<file path="src/rtl/sgen_nco_sweep_ctrl.sv">
// Stepped linear chirp sequencer driving the sgen_nco FCW and enable.
// Define SGEN_NCO_SWEEP_BIDIR_EN for a triangle (up then down) sweep.
module sgen_nco_sweep_ctrl #(
  parameter int gp_phase_accu_width = 16,
  parameter int gp_dwell_width      = 16
) (
  input  logic                           i_clk,
  input  logic                           i_rst_an,
  input  logic                           i_start,
  input  logic                           i_abort,
  input  logic [gp_phase_accu_width-1:0] i_fcw_start,
  input  logic [gp_phase_accu_width-1:0] i_fcw_stop,
  input  logic [gp_phase_accu_width-1:0] i_fcw_step,
  input  logic [gp_dwell_width-1:0]      i_dwell,
  output logic [gp_phase_accu_width-1:0] o_fcw,
  output logic                           o_nco_ena,
  output logic                           o_busy,
  output logic                           o_done,
  output logic                           o_dir
);

  localparam int W = gp_phase_accu_width;

  typedef enum logic [1:0] {
    IDLE,
    DWELL,
    DONE
  } state_t;

  state_t state_q, state_d;

  logic [W-1:0] fcw_q, fcw_d;
  logic [W-1:0] stop_q, stop_d;
  logic [W-1:0] step_q, step_d;
  logic [gp_dwell_width-1:0] dwell_q, dwell_d;
  logic [gp_dwell_width-1:0] cnt_q, cnt_d;
  logic ena_q, ena_d;
  logic busy_q, busy_d;
  logic done_q, done_d;
  logic fin;

  logic [W:0]   up_sum;
  logic [W-1:0] up_next;
  logic         up_last;

  // Extra bit catches wrap; the step clamps to stop on carry.
  assign up_sum  = {1'b0, fcw_q} + {1'b0, step_q};
  assign up_next = (up_sum[W] || (up_sum[W-1:0] >= stop_q)) ?
                   stop_q : up_sum[W-1:0];
  assign up_last = (fcw_q >= stop_q) || (step_q == '0);

`ifdef SGEN_NCO_SWEEP_BIDIR_EN
  logic [W-1:0] start_q, start_d;
  logic         dir_q, dir_d;
  logic         degen_q, degen_d;
  logic [W:0]   dn_diff;
  logic [W-1:0] dn_next;
  logic         dn_last;

  assign dn_diff = {1'b0, fcw_q} - {1'b0, step_q};
  assign dn_next = (dn_diff[W] || (dn_diff[W-1:0] <= start_q)) ?
                   start_q : dn_diff[W-1:0];
  assign dn_last = (fcw_q <= start_q);
  assign o_dir   = dir_q;
`else
  assign o_dir = 1'b0;
`endif

  always_comb begin
    state_d = state_q;
    fcw_d   = fcw_q;
    stop_d  = stop_q;
    step_d  = step_q;
    dwell_d = dwell_q;
    cnt_d   = cnt_q;
    ena_d   = ena_q;
    busy_d  = busy_q;
    done_d  = 1'b0;
    fin     = 1'b0;
`ifdef SGEN_NCO_SWEEP_BIDIR_EN
    start_d = start_q;
    dir_d   = dir_q;
    degen_d = degen_q;
`endif
    unique case (state_q)
      IDLE: begin
        if (i_abort) begin
          fcw_d = '0;
        end else if (i_start) begin
          state_d = DWELL;
          fcw_d   = i_fcw_start;
          stop_d  = i_fcw_stop;
          step_d  = i_fcw_step;
          dwell_d = i_dwell;
          cnt_d   = i_dwell;
          ena_d   = 1'b1;
          busy_d  = 1'b1;
`ifdef SGEN_NCO_SWEEP_BIDIR_EN
          start_d = i_fcw_start;
          dir_d   = 1'b0;
          degen_d = (i_fcw_step == '0) ||
                    (i_fcw_start >= i_fcw_stop);
`endif
        end
      end
      DWELL: begin
        if (i_abort) begin
          state_d = IDLE;
          fcw_d   = '0;
          ena_d   = 1'b0;
          busy_d  = 1'b0;
          cnt_d   = '0;
`ifdef SGEN_NCO_SWEEP_BIDIR_EN
          dir_d   = 1'b0;
`endif
        end else if (cnt_q != '0) begin
          cnt_d = cnt_q - 1'b1;
        end else begin
          cnt_d = dwell_q;
`ifdef SGEN_NCO_SWEEP_BIDIR_EN
          if (dir_q) begin
            if (dn_last) fin = 1'b1;
            else         fcw_d = dn_next;
          end else if (up_last) begin
            if (degen_q) begin
              fin = 1'b1;
            end else begin
              dir_d = 1'b1;
              fcw_d = dn_next;
            end
          end else begin
            fcw_d = up_next;
          end
`else
          if (up_last) fin = 1'b1;
          else         fcw_d = up_next;
`endif
        end
        if (fin) begin
          state_d = DONE;
          ena_d   = 1'b0;
          busy_d  = 1'b0;
          done_d  = 1'b1;
          cnt_d   = '0;
`ifdef SGEN_NCO_SWEEP_BIDIR_EN
          dir_d   = 1'b0;
`endif
        end
      end
      DONE: begin
        state_d = IDLE;
        if (i_abort) fcw_d = '0;
      end
      default: state_d = IDLE;
    endcase
  end

  always_ff @(posedge i_clk or negedge i_rst_an) begin
    if (!i_rst_an) begin
      state_q <= IDLE;
      fcw_q   <= '0;
      stop_q  <= '0;
      step_q  <= '0;
      dwell_q <= '0;
      cnt_q   <= '0;
      ena_q   <= 1'b0;
      busy_q  <= 1'b0;
      done_q  <= 1'b0;
`ifdef SGEN_NCO_SWEEP_BIDIR_EN
      start_q <= '0;
      dir_q   <= 1'b0;
      degen_q <= 1'b0;
`endif
    end else begin
      state_q <= state_d;
      fcw_q   <= fcw_d;
      stop_q  <= stop_d;
      step_q  <= step_d;
      dwell_q <= dwell_d;
      cnt_q   <= cnt_d;
      ena_q   <= ena_d;
      busy_q  <= busy_d;
      done_q  <= done_d;
`ifdef SGEN_NCO_SWEEP_BIDIR_EN
      start_q <= start_d;
      dir_q   <= dir_d;
      degen_q <= degen_d;
`endif
    end
  end

  assign o_fcw     = fcw_q;
  assign o_nco_ena = ena_q;
  assign o_busy    = busy_q;
  assign o_done    = done_q;

endmodule

</file>
<file path="config.mk">
export PLATFORM = sky130hd
export DESIGN_NAME = sgen_nco_sweep_ctrl
export DESIGN_NICKNAME = d
export VERILOG_FILES = /design/src/rtl/sgen_nco_sweep_ctrl.sv
export SDC_FILE = /design/constraint.sdc
export NUM_CORES = 1
export LEC_CHECK = 0
export BUFFER_PORTS_ARGS = -buffer_cell sky130_fd_sc_hd__clkbuf_2
export CORE_MARGIN = 2
export CORE_UTILIZATION = 50
export DETAILED_ROUTE_END_ITERATION = 6
export PLACE_DENSITY = 0.71
export SLEW_MARGIN = 20
export SYNTH_ARGS = -nofsm -noshare
export SYNTH_HDL_FRONTEND = slang
export SYNTH_SLANG_ARGS = --single-unit
</file>
<file path="constraint.sdc">
create_clock -name i_clk -period 5.8 [get_ports i_clk]
set_input_delay 0.29 -clock i_clk [delete_from_list [all_inputs] [get_ports i_clk]]
set_output_delay 0.29 -clock i_clk [all_outputs]
set_load 0.03 [all_outputs]
</file>
# After elaboration in Yosys (flattened, before gate mapping)
# Index checks and enable logic that the tools add are counted.
# totals
regBits	84
in_bits	68
out_inout_bits	20
elab_cells	64
# classes
addsub	2
magnitude_cmp	2
eq_ne	9
n_mux	30
n_bitwise	1
reduce_logical	12
# ops
cell	count
$mux 16	12
$pmux 16 s3	1
$ge 16x16->1	2
$pmux 16 s2	1
$add 16x16->17	1
$logic_not 16->1	1
$reduce_bool 16->1	1
$sub 16x1->16 const B	1
$ne 3x3->1 const B	4
$mux 1	10
$reduce_and 3->1	3
$mux 2	4
$ne 2x2->1 const B	3
$reduce_and 5->1	1
$pmux 2 s2	1
$reduce_and 4->1	1
$reduce_bool 3->1	1
$eq 2x1->1 const B	1
$eq 2x2->1 const B	1
$logic_not 2->1	1
$logic_or 1x1->1	2
$pmux 1 s2	1
$reduce_bool 2->1	1
$not 1->1	1

# Depth between registers and ports, before layout
# Gate-level depths: netlist of run 1.
# depth
word_depth	8
mapped_depth	18
depth_no_buf	17

# Least setup slack after synthesis of run 1
# Ideal clock, no wire load.
# synth_path
kind	register to register
start	register fcw_q[0] (netlist: o_fcw[0])
end	register fcw_q[8] (netlist: o_fcw[8])
setup_ns	0.125
arrival_ns	4.292
required_ns	5.675
slack_ns	1.383
stages_incl_launch_ff	19
n_path_buf	1
synth_period_minus_slack_ns	4.417
cell_sequence	dfrtp_1 -> ha_1 -> inv_1 -> fa_1 -> nor2b_4 -> o31ai_4 -> a211oi_1 -> nor4_1 -> a311o_1 -> ha_1 -> a211oi_1 -> o21ai_0 -> a211oi_1 -> nand3_1 -> a311oi_4 -> buf_6 -> mux2i_1 -> o21ai_0 -> mux2_2
# synth_via
elab_chain_cells	8
elab_cells_between_ends	12
classes_between	add/sub: 1; order compare: 2; eq/ne: 1; mux: 5; reduce/logical: 3
# synth_lines
item	line	rtl
start, declared	32	logic [W-1:0] fcw_q, fcw_d;
start signal, assigned	176	fcw_q <= fcw_d;
$add 16x16->17	47	assign up_sum = {1'b0, fcw_q} + {1'b0, step_q};
$ge 16x16->1	48	assign up_next = (up_sum[W] || (up_sum[W-1:0] >= stop_q)) ?
$logic_or 1x1->1	48	
$mux 16	48	
$mux 16	135	if (up_last) fin = 1'b1;
$mux 16	116	end else if (cnt_q != '0) begin
$mux 16	107	if (i_abort) begin
$pmux 16 s3	85	unique case (state_q)
# Several ways; a longest one is shown, not always the timed one. The select of a mux whose other input is x is not followed.
# A chain may end at the register's enable or synchronous reset.

# Final worst setup path of run 1
# layout_path
start	register fcw_q[6] (netlist: o_fcw[6])
end	register fcw_q[8] (netlist: o_fcw[8])
# The elaborated chain is that of the path after synthesis.

==> run summary, run 1 <==
The count of cell types in the netlist is 56. The number of synthesized register bits is between 80 and 90. The area of the die came out at roughly 12000 sq um.

The CTS tree is built. The die extent in x is approximately 110 um. After legalization and detailed placement, the total HPWL measured approximately 11 mm.

During I/O placement, the number of pins put on the boundary was between 80 and 90. The part of the power in the clock network is between 10 and 15%. The cell count after synthesis came out at ~570. The internal power consumption is ~0.0024 W. The final count of hold timing violations is 10. For this run, the leading register cell type out of synthesis is dfrtp_1. The number of inserted diodes came out at 0. The remaining global-route overflow is 0. The async set or reset register ratio after synthesis is 100.0%. The final net count came out at 770.

In this run, synthesis inferred 0 flip-flops with an integrated enable. The cell count of the worst reg-to-reg path is 16. In this run the critical register-to-register path is launched from o_fcw[6]$_DFFE_PN0P_.

In this run the register-to-register setup slack is around 1300 ps. The number of antenna violations at the first check in global routing came to 0. For the pin with the worst max-slew slack, the measured transition is about 1100 ps. The count of nets left with antenna violations once routing finished came out at 0. The combinational share of power came out at a little over three fifths. The number of input and output port buffers inserted is 86. The via count of the first global-routing pass is about 4600. The fraction of post-synthesis cell area in the top cell type by area came out at a little under two fifths. The violation count after the first detailed-route iteration came out at about 340. The number of buffers inserted for hold repair after clock tree synthesis is 0. The fmax came out at between 0.2 and 0.25 GHz.

The total power per unit cell area is approximately 700 nW/um^2. The uppermost layer routed is met4. Fill cells in the final layout number 932. Sorting the synthesized cells by area gives the leading types as dfrtp_1 (37%), mux2_2 (12%), ha_1 (12%). The largest area contributor in the netlist is dfrtp_1. The proportion of total power due to net switching is 46.58%. The maximum net fanout on the critical path is 9. The run finished, with violations left. The first-pass GRT wire length came out at ~23 mm. The setup total negative slack is 0 ps. IR analysis of the VDD net gives a maximum drop of approximately 0.36 mV. The final-report setup violation count came out at 0. Averaged over all synthesized cells, the footprint is approximately 10 sq um. Data on the critical path is required at its endpoint by 6030 ps. The via count came out at ~4700. The fraction of final layout cells sized beyond drive strength 1 is a little over a quarter. The worst setup path is captured at a register. The number of H-tree branching levels came out at 3.

The leakage power figure is about 3.2 nW. Once the floorplan was initialized, standard cells occupied about half of the core. The post-CTS clock slew at the launch and capture registers of the worst setup and hold paths came out at around 60 ps. The sequential area share after synthesis is a little under two fifths.

The net switching power came out at around 0.0021 W. The root buffer cell chosen for the clock tree is clkbuf_16. Final hold analysis gives a worst-case slack of -24.30 ps. The post-synthesis instance area is 5649 sq um. The commonest cells after synthesis are dfrtp_1 (84), mux2_2 (61), ha_1 (54), nand2_1 (50), o21ai_0 (33). The per-cell via count in the routed design came out at about 6.0. The row count came out at 38. The aggregate global-route resource usage came out at roughly a quarter. The number of buffers inserted to repair setup after CTS is 0. The number of sinks driven by the clock tree is 84. The later pin in the worst-skew pair is clocked with a latency of around 350 ps. Setup repair after global routing left no endpoint under its margin.

Entering global routing, the biggest net connects 85 pins. The area of the placeable core came out at roughly 11000 sq um. The longest clock path from root to sink contains 2 buffers. The met3 wirelength from detailed routing is 916 um.

The number of gates resized after CTS was 0. The met1 wire length is ~6.7 mm. Compared with the post-synthesis result, the final layout area differs by 14.95%. The reported max-cap violation count came out at 0. The critical path is of the register to register type. By instance count, the leading cell after synthesis is dfrtp_1.

In this run the critical register-to-register path is captured at o_fcw[8]$_DFFE_PN0P_. Measured along the y axis, the die boundary spans around 110 um. The number of iterations in the first detailed-routing pass is 4.

The signal arrival time at the worst endpoint is roughly 4800 ps. The kind of start point of the critical path is a register. The final number of max-transition violations came to 0. The worst slew slack as a fraction of its limit came out at between 20% and 30%. The average wire length per cell after detail routing is roughly 18 um. The final reports fail on negative hold slack.

The most critical setup path has its startpoint at o_fcw[6]$_DFFE_PN0P_. The met2 wire length came out at approximately 6.5 mm. The class of the most critical hold timing path is input port to asynchronous set/reset pin. The fraction of power consumed by sequential logic is approximately a quarter. In this run the worst setup path terminates at o_fcw[8]$_DFFE_PN0P_. The number of nets produced by synthesis is 688. At the end of routability-driven placement, the weighted congestion stood at roughly 0.92. The final routed DRC violation total came out at 0.

For this run, the number of Yosys warnings is 0. The number of clock buffers inserted by TritonCTS came out at 9. The clock period could shrink to around 4500 ps. The total wire length after detailed routing is between 10 and 15 mm. The largest clock skew in the final design came out at approximately 9.9 ps. The fraction of the cycle the final worst path needs is 78.28%.
==> area by class of cell <==
| cell class | count | area, sq um | area share (%) |
|---|---|---|---|
| Clock buffer | 11 | 242.7 | 3.738 |
| Clock inverter | 5 | 35.03 | 0.5395 |
| Inverter | 32 | 120.1 | 1.850 |
| Multi-Input combinational cell | 429 | 3344 | 51.50 |
| Sequential cell | 84 | 2102 | 32.37 |
| Tap cell | 140 | 175.2 | 2.697 |
| Timing Repair Buffer | 91 | 474.2 | 7.303 |
==> critical path: stages, from the launching register on <==
cell       delay (ps)
dfrtp_1           410
ha_1              380
a2111oi_0         600
a211oi_1          270
a311o_1           410
a21oi_1           200
xnor2_1           180
ha_1              290
nand4_1           120
nor2_1             60
a211oi_1          200
nand3_1           150
a311oi_4          260
buf_4             280
mux2i_1           200
o21ai_0           110
mux2_2            310
==> stage by stage <==
stage	total power (W)	worst slack, ps	cell area (sq um)	std cells	util [%]
floorplan	0.003243	1383	5649	565	-
global route	0.004964	886.6	6494	792	59.38
CTS	0.004537	1360	6487	792	59.32
global placement	0.003852	1559	6210	776	56.78
finish	0.004543	1260	6494	792	59.38
detailed placement	0.003959	1414	6210	776	56.78
==> sequential cells by signal, indices dropped and copies added (netlist names) <==
signal,cells
cnt_q,16
o_busy,1
o_done,1
stop_q,16
state_q,2
o_fcw,16
dwell_q,16
step_q,16
==> worst min-delay path by stage <==
| stage | slack [ps] | startpoint | endpoint |
|---|---|---|---|
| after CTS | 160 | i_fcw_stop[13] | stop_q[13]$_DFFE_PN0P_ |
| after global routing | 60 | i_rst_an | o_fcw[5]$_DFFE_PN0P_ |
| final | -20 | i_rst_an | stop_q[7]$_DFFE_PN0P_ |
| after detailed placement | 500 | dwell_q[0]$_DFFE_PN0P_ | cnt_q[0]$_DFFE_PN0P_ |
| after floorplan | -6 | i_rst_an | cnt_q[0]$_DFFE_PN0P_ |
| after global placement | 480 | dwell_q[0]$_DFFE_PN0P_ | cnt_q[0]$_DFFE_PN0P_ |
==> placed cells by master (no fill, tap or decap), types with 9 or more instances in the layout <==
master     instances
a21oi_1           29
nand3_1           11
xnor2_1           16
clkbuf_16          9
nor4_1            10
clkbuf_2          85
o21ai_0           32
nor2_1            21
ha_1              54
nor3_1            14
mux2i_1           14
a22oi_1           15
o2111ai_1         11
dfrtp_1           84
nand2b_1          10
mux2_2            61
nand2_1           50
inv_1             32
==> routing by layer <==
metal | GRT usage [%] | vias up
li1 | - | 2259
met1 | 34.95 | 2311
met2 | 38.08 | 142
met3 | 6.526 | 28
met4 | 9.018 | 0
met5 | 0 | -
==> kinds of logic (layout without fill, tap and decap cells) <==
group,after synthesis,count (layout),synth area share (%)
and+or+nand+nor,147,147,12.96
AOI/OAI and AO/OA,133,133,16.28
DFF,84,84,37.21
muxes,75,75,14.64
adders and majority gates,55,55,12.31
buffers and inverters,52,139,3.743
xor gates and xnor gates,18,18,2.791
other,1,1,0.06638
==> power by group through the flow <==
stage	clock network (W)	registers, W	logic [W]
floorplan	0	0.00114	0.00210
global placement	0	0.00111	0.00274
detailed placement	0	0.00112	0.00283
CTS	0.000562	0.00112	0.00286
global route	0.000590	0.00116	0.00322
finish	0.000551	0.00112	0.00287
No activity file was read; power rests on OpenSTA's default activity.
==> run 2: changes to the inputs <==
--- a/config.mk
+++ b/config.mk
@@ -5,11 +5,12 @@
 export SDC_FILE = /design/constraint.sdc
 export NUM_CORES = 1
 export LEC_CHECK = 0
+export ABC_AREA = 1
 export BUFFER_PORTS_ARGS = -buffer_cell sky130_fd_sc_hd__clkbuf_2
 export CORE_MARGIN = 2
 export CORE_UTILIZATION = 50
 export DETAILED_ROUTE_END_ITERATION = 6
-export PLACE_DENSITY = 0.71
+export PLACE_DENSITY = 0.73
 export SLEW_MARGIN = 20
 export SYNTH_ARGS = -nofsm -noshare
 export SYNTH_HDL_FRONTEND = slang
==> constraint.sdc (replaced) <==
create_clock -name i_clk -period 3.95 [get_ports i_clk]
set_input_delay 0.1975 -clock i_clk [delete_from_list [all_inputs] [get_ports i_clk]]
set_output_delay 0.1975 -clock i_clk [all_outputs]
set_load 0.03 [all_outputs]
==> run 2 against run 1 <==
The flow now finishes without violations. Critical path type unchanged. Sequential share of layout area is 3.3 points lower. Hold slack better by 64 ps. Utilization is 1.6 points lower. Power is 37% higher. Register-to-register slack worse by 890 ps. Highest routed layer unchanged. Clock skew is 1.3 ps higher. Synthesized cell count is 62% higher. Largest power group unchanged. Largest cell class unchanged. Critical path depth is 9 higher. Via count is 28% higher.
==> run summary, run 2 <==
The average wire length per cell after detail routing is 14.43 um (-21%). The number of iterations in the first detailed-routing pass is 5 (+1). The initial core utilization came out at 50.93% (-0.73 points). The number of clock buffers inserted by TritonCTS is 9 (unchanged). The number of H-tree branching levels came to 3 (unchanged). The residual antenna-violating net count after detailed routing was 0 (unchanged). The detailed router used layers up to and including met4. The met3 wirelength from detailed routing came out at 1.009 mm (+10%). The vertical die dimension came out at 116.9 um (+6.0%).

TritonCTS built the clock tree. The fmax is 0.2795 GHz (+27%). The combined area of the multi-input logic cells came out at 3662 sq um (+9.5%). The fraction of the cycle the final worst path needs is 90.58% (+12 points). The leakage power figure is 4.106 nW (+30%).

The worst setup path is captured at a register. The total wire length after detailed routing is 16.96 mm (+18%). The sequential area share after synthesis came out at 32.97% (-4.2 points). The tree is rooted in a clkbuf_16. The die extent in x came out at 116.9 um (+6.0%). The number of input and output port buffers inserted is 86 (unchanged). The minimum clock period came out at 3578 ps (-962.7 ps). The via count is 6049 (+28%). The fraction of post-synthesis cell area in the top cell type by area was 32.97% (-4.2 points). The most used flip-flop cell after synthesis is dfrtp_1. The number of buffers on the longest clock path is 2 (unchanged). The most common library cell in the layout ignoring fill and taps is nand2_1. The row count came out at 41 (+7.9%). The fraction of final layout cells sized beyond drive strength 1 came out at 14.56% (-12 points). The number of nets produced by synthesis is 1041 (+51%). The per-cell via count in the routed design is 5.148 (-14%). The final count of hold timing violations came to 0 (-10). The final number of max-transition violations came out at 0 (unchanged). The cell area reported after detailed placement came out at 6943 sq um (+12%).

The number of sinks driven by the clock tree came out at 84 (unchanged). The final HPWL from detailed placement came to 12.86 mm (+22%). The post-CTS clock slew at the launch and capture registers of the worst setup and hold paths is 70 ps (about the same). The total power per unit cell area is 860.8 nW/um^2 (+23%). The async set or reset register ratio after synthesis is 100.0% (unchanged). The first-pass GRT wire length came to 28.04 mm (+21%). The kind of start point of the critical path is a register. The final net count is 1121 (+46%). The remaining global-route overflow is 0 (unchanged). The number of inserted filler cells in the final layout is 1232 (+32%). The via count of the first global-routing pass is 5682 (+23%). The flow ran to the end, and the final reports show no timing, DRC or antenna violations.

The signal arrival time at the worst endpoint came to 3870 ps (-910 ps). The maximum net fanout on the critical path came out at 16 (+7). In the post-synthesis netlist, the biggest area contributors are dfrtp_1 (33%), nand2_1 (20%), ha_1 (11%). The sequential cell area is 2102 sq um (unchanged). Setup repair after global routing left no endpoint under its margin. The reported max-cap violation count came out at 0 (unchanged). The worst path required time came out at 4250 ps (-1780 ps). The min-delay analysis places its worst path in the category input port to register. nand2_1 is the most common cell in the netlist. The placer congestion estimate is 0.9512 (+3.1%). The largest total area in the synthesized netlist belongs to dfrtp_1. The count of cell types in the netlist is 46 (-18%). The number of inserted diodes is 0 (unchanged). The violation count after the first detailed-route iteration came out at 391 (+14%). The maximum VDD drop came out at 0.5355 mV (+51%). The final routed DRC violation total came out at 0 (unchanged). The average footprint of a synthesized cell is 6.944 sq um (-31%). The top-level port count came out at 88 (unchanged). The final instance area is 7233 sq um (+11%). The clock latency at the later pin of the worst-skew pair came out at 360 ps (about the same). The count of flip-flops with a built-in enable after synthesis was 0 (unchanged). The area of the die is 13670 sq um (+12%). The post-layout total power was 0.006227 W (+37%).

The critical path start-end classification is register to register. The slew at the pin with the worst max-slew slack came out at 919.1 ps (-197.1 ps). The setup total negative slack is 0 ps (unchanged). The number of antenna violations at the first check in global routing came out at 0 (unchanged). The number of buffers inserted to repair setup after CTS came out at 0 (unchanged). The met1 wire length is 7.801 mm (+17%). The post-synthesis to final-layout area growth came out at 13.46%. The largest clock skew in the final design is 11.13 ps (+1.253 ps).

The instance count of the mapped netlist came out at 918 (+62%). The library cells used most frequently in the layout, excluding fill and tap cells, are nand2_1 (335), inv_1 (125), clkbuf_2 (85). The number of synthesized register bits came out at 84 (unchanged).

The final-report setup violation count came out at 0 (unchanged). The area of the placeable core came out at 12520 sq um (+14%). The largest net degree at the start of global routing came out at 64 (-25%). The worst slew slack as a fraction of its limit is 38.72% (+14 points). In the synthesized netlist, the cells that appear most often are nand2_1 (336), inv_1 (125), dfrtp_1 (84), ha_1 (54), nand3_1 (51). The aggregate global-route resource usage is 26.85% (+1.7 points). The met2 wire length is 7.691 mm (+19%). The post-synthesis instance area came out at 6375 sq um (+13%). The post-route core utilization is 57.79% (-1.6 points). The number of warnings reported in the yosys synthesis log came out at 0 (unchanged).
## run 2: changes by cell type after synthesis, sizes merged, moves of 12 or more
cell and change:
nand2 +292, mux2 -61, inv +100, xnor2 -12
o22ai +14, nand4 +17, mux2i -12, a22oi -16
o21ai +13, nand3 +43, nor2 +36
## run 2: power breakdown
part / switching, W / leakage, nW / internal (W)
registers: 0.000274 / 1.07 / 0.00121
logic: 0.00259 / 2.90 / 0.00135
clock network: 0.000365 / 0.136 / 0.000444
## run 2: path summary, 6_finish.rpt
check	startpoint	end	slack (ps)	cells past startpoint
max	o_fcw[0]$_DFFE_PN0P_	o_fcw[14]$_DFFE_PN0P_	370	25
min	i_fcw_step[2]	step_q[2]$_DFFE_PN0P_	40	3
max reg2reg	o_fcw[0]$_DFFE_PN0P_	o_fcw[14]$_DFFE_PN0P_	370	25
min reg2reg	dwell_q[1]$_DFFE_PN0P_	dwell_q[1]$_DFFE_PN0P_	480	2
max in group asynchronous	i_rst_an	stop_q[7]$_DFFE_PN0P_	2650	3
min in group asynchronous	i_rst_an	stop_q[2]$_DFFE_PN0P_	470	2
## run 2: worst max-delay path: stages (launching register included)
cell	delay, ps
dfrtp_1	420
ha_1	230
inv_1	70
fa_1	410
inv_1	100
nand3_1	80
nand2_2	130
nand2_1	80
nand2_1	80
nand2_1	100
nand2_1	80
nand2_1	50
nand2_1	70
inv_1	50
ha_1	260
nand2_1	110
inv_1	50
a21oi_1	130
nand3_1	100
nor2_2	220
nand3_4	260
nand2_1	130
nand3_1	80
nand2_1	100
nand2_1	50
nand2_1	70
## run 2: final cells by class
cell class	count	share of cell area, %
sequential	84	29.06
inverter	132	6.850
timing repair buffer	92	6.642
multi-input combinational	679	50.63
tap	172	2.975
clock inverter	5	0.4843
clock buffer	11	3.356
## run 2: per-stage QoR
step | cells | setup WS, ps | hold slack, ps
after floorplan | 918 | 688.9 | -98.09
after global placement | 1158 | 352.0 | 330.0
after detailed placement | 1158 | 367.5 | 326.1
after CTS | 1175 | 347.7 | 31.79
after global routing | 1175 | 1.294 | 58.19
final | 1175 | 372.2 | 39.23
## run 2: cell families (layout without fill, tap and decap cells)
| kind of cell | after synthesis | after routing | share of synthesized area [%] |
|---|---|---|---|
| compound gates | 114 | 114 | 10.32 |
| flops | 84 | 84 | 32.97 |
| buf+inv | 155 | 240 | 9.617 |
| mux | 2 | 2 | 0.3140 |
| xor+xnor | 10 | 10 | 1.374 |
| simple gates | 497 | 497 | 34.43 |
| fa+ha+maj | 55 | 55 | 10.91 |
| other cells | 1 | 1 | 0.05882 |
## run 2: what timing repair did
item / CTS / global route
setup endpoints to repair: 0 / 4
resized for setup: 0 / 1
hold endpoints to repair: 58 / 0
hold buffers: 1 / 0
## run 2: routing by layer
| layer | up-vias | global-route usage, % |
|---|---|---|
| met2 | 180 | 42.43 |
| met3 | 29 | 3.553 |
| met4 | 0 | 10.75 |
| met5 | - | 0 |
| met1 | 2750 | 37.54 |
| li1 | 3090 | - |
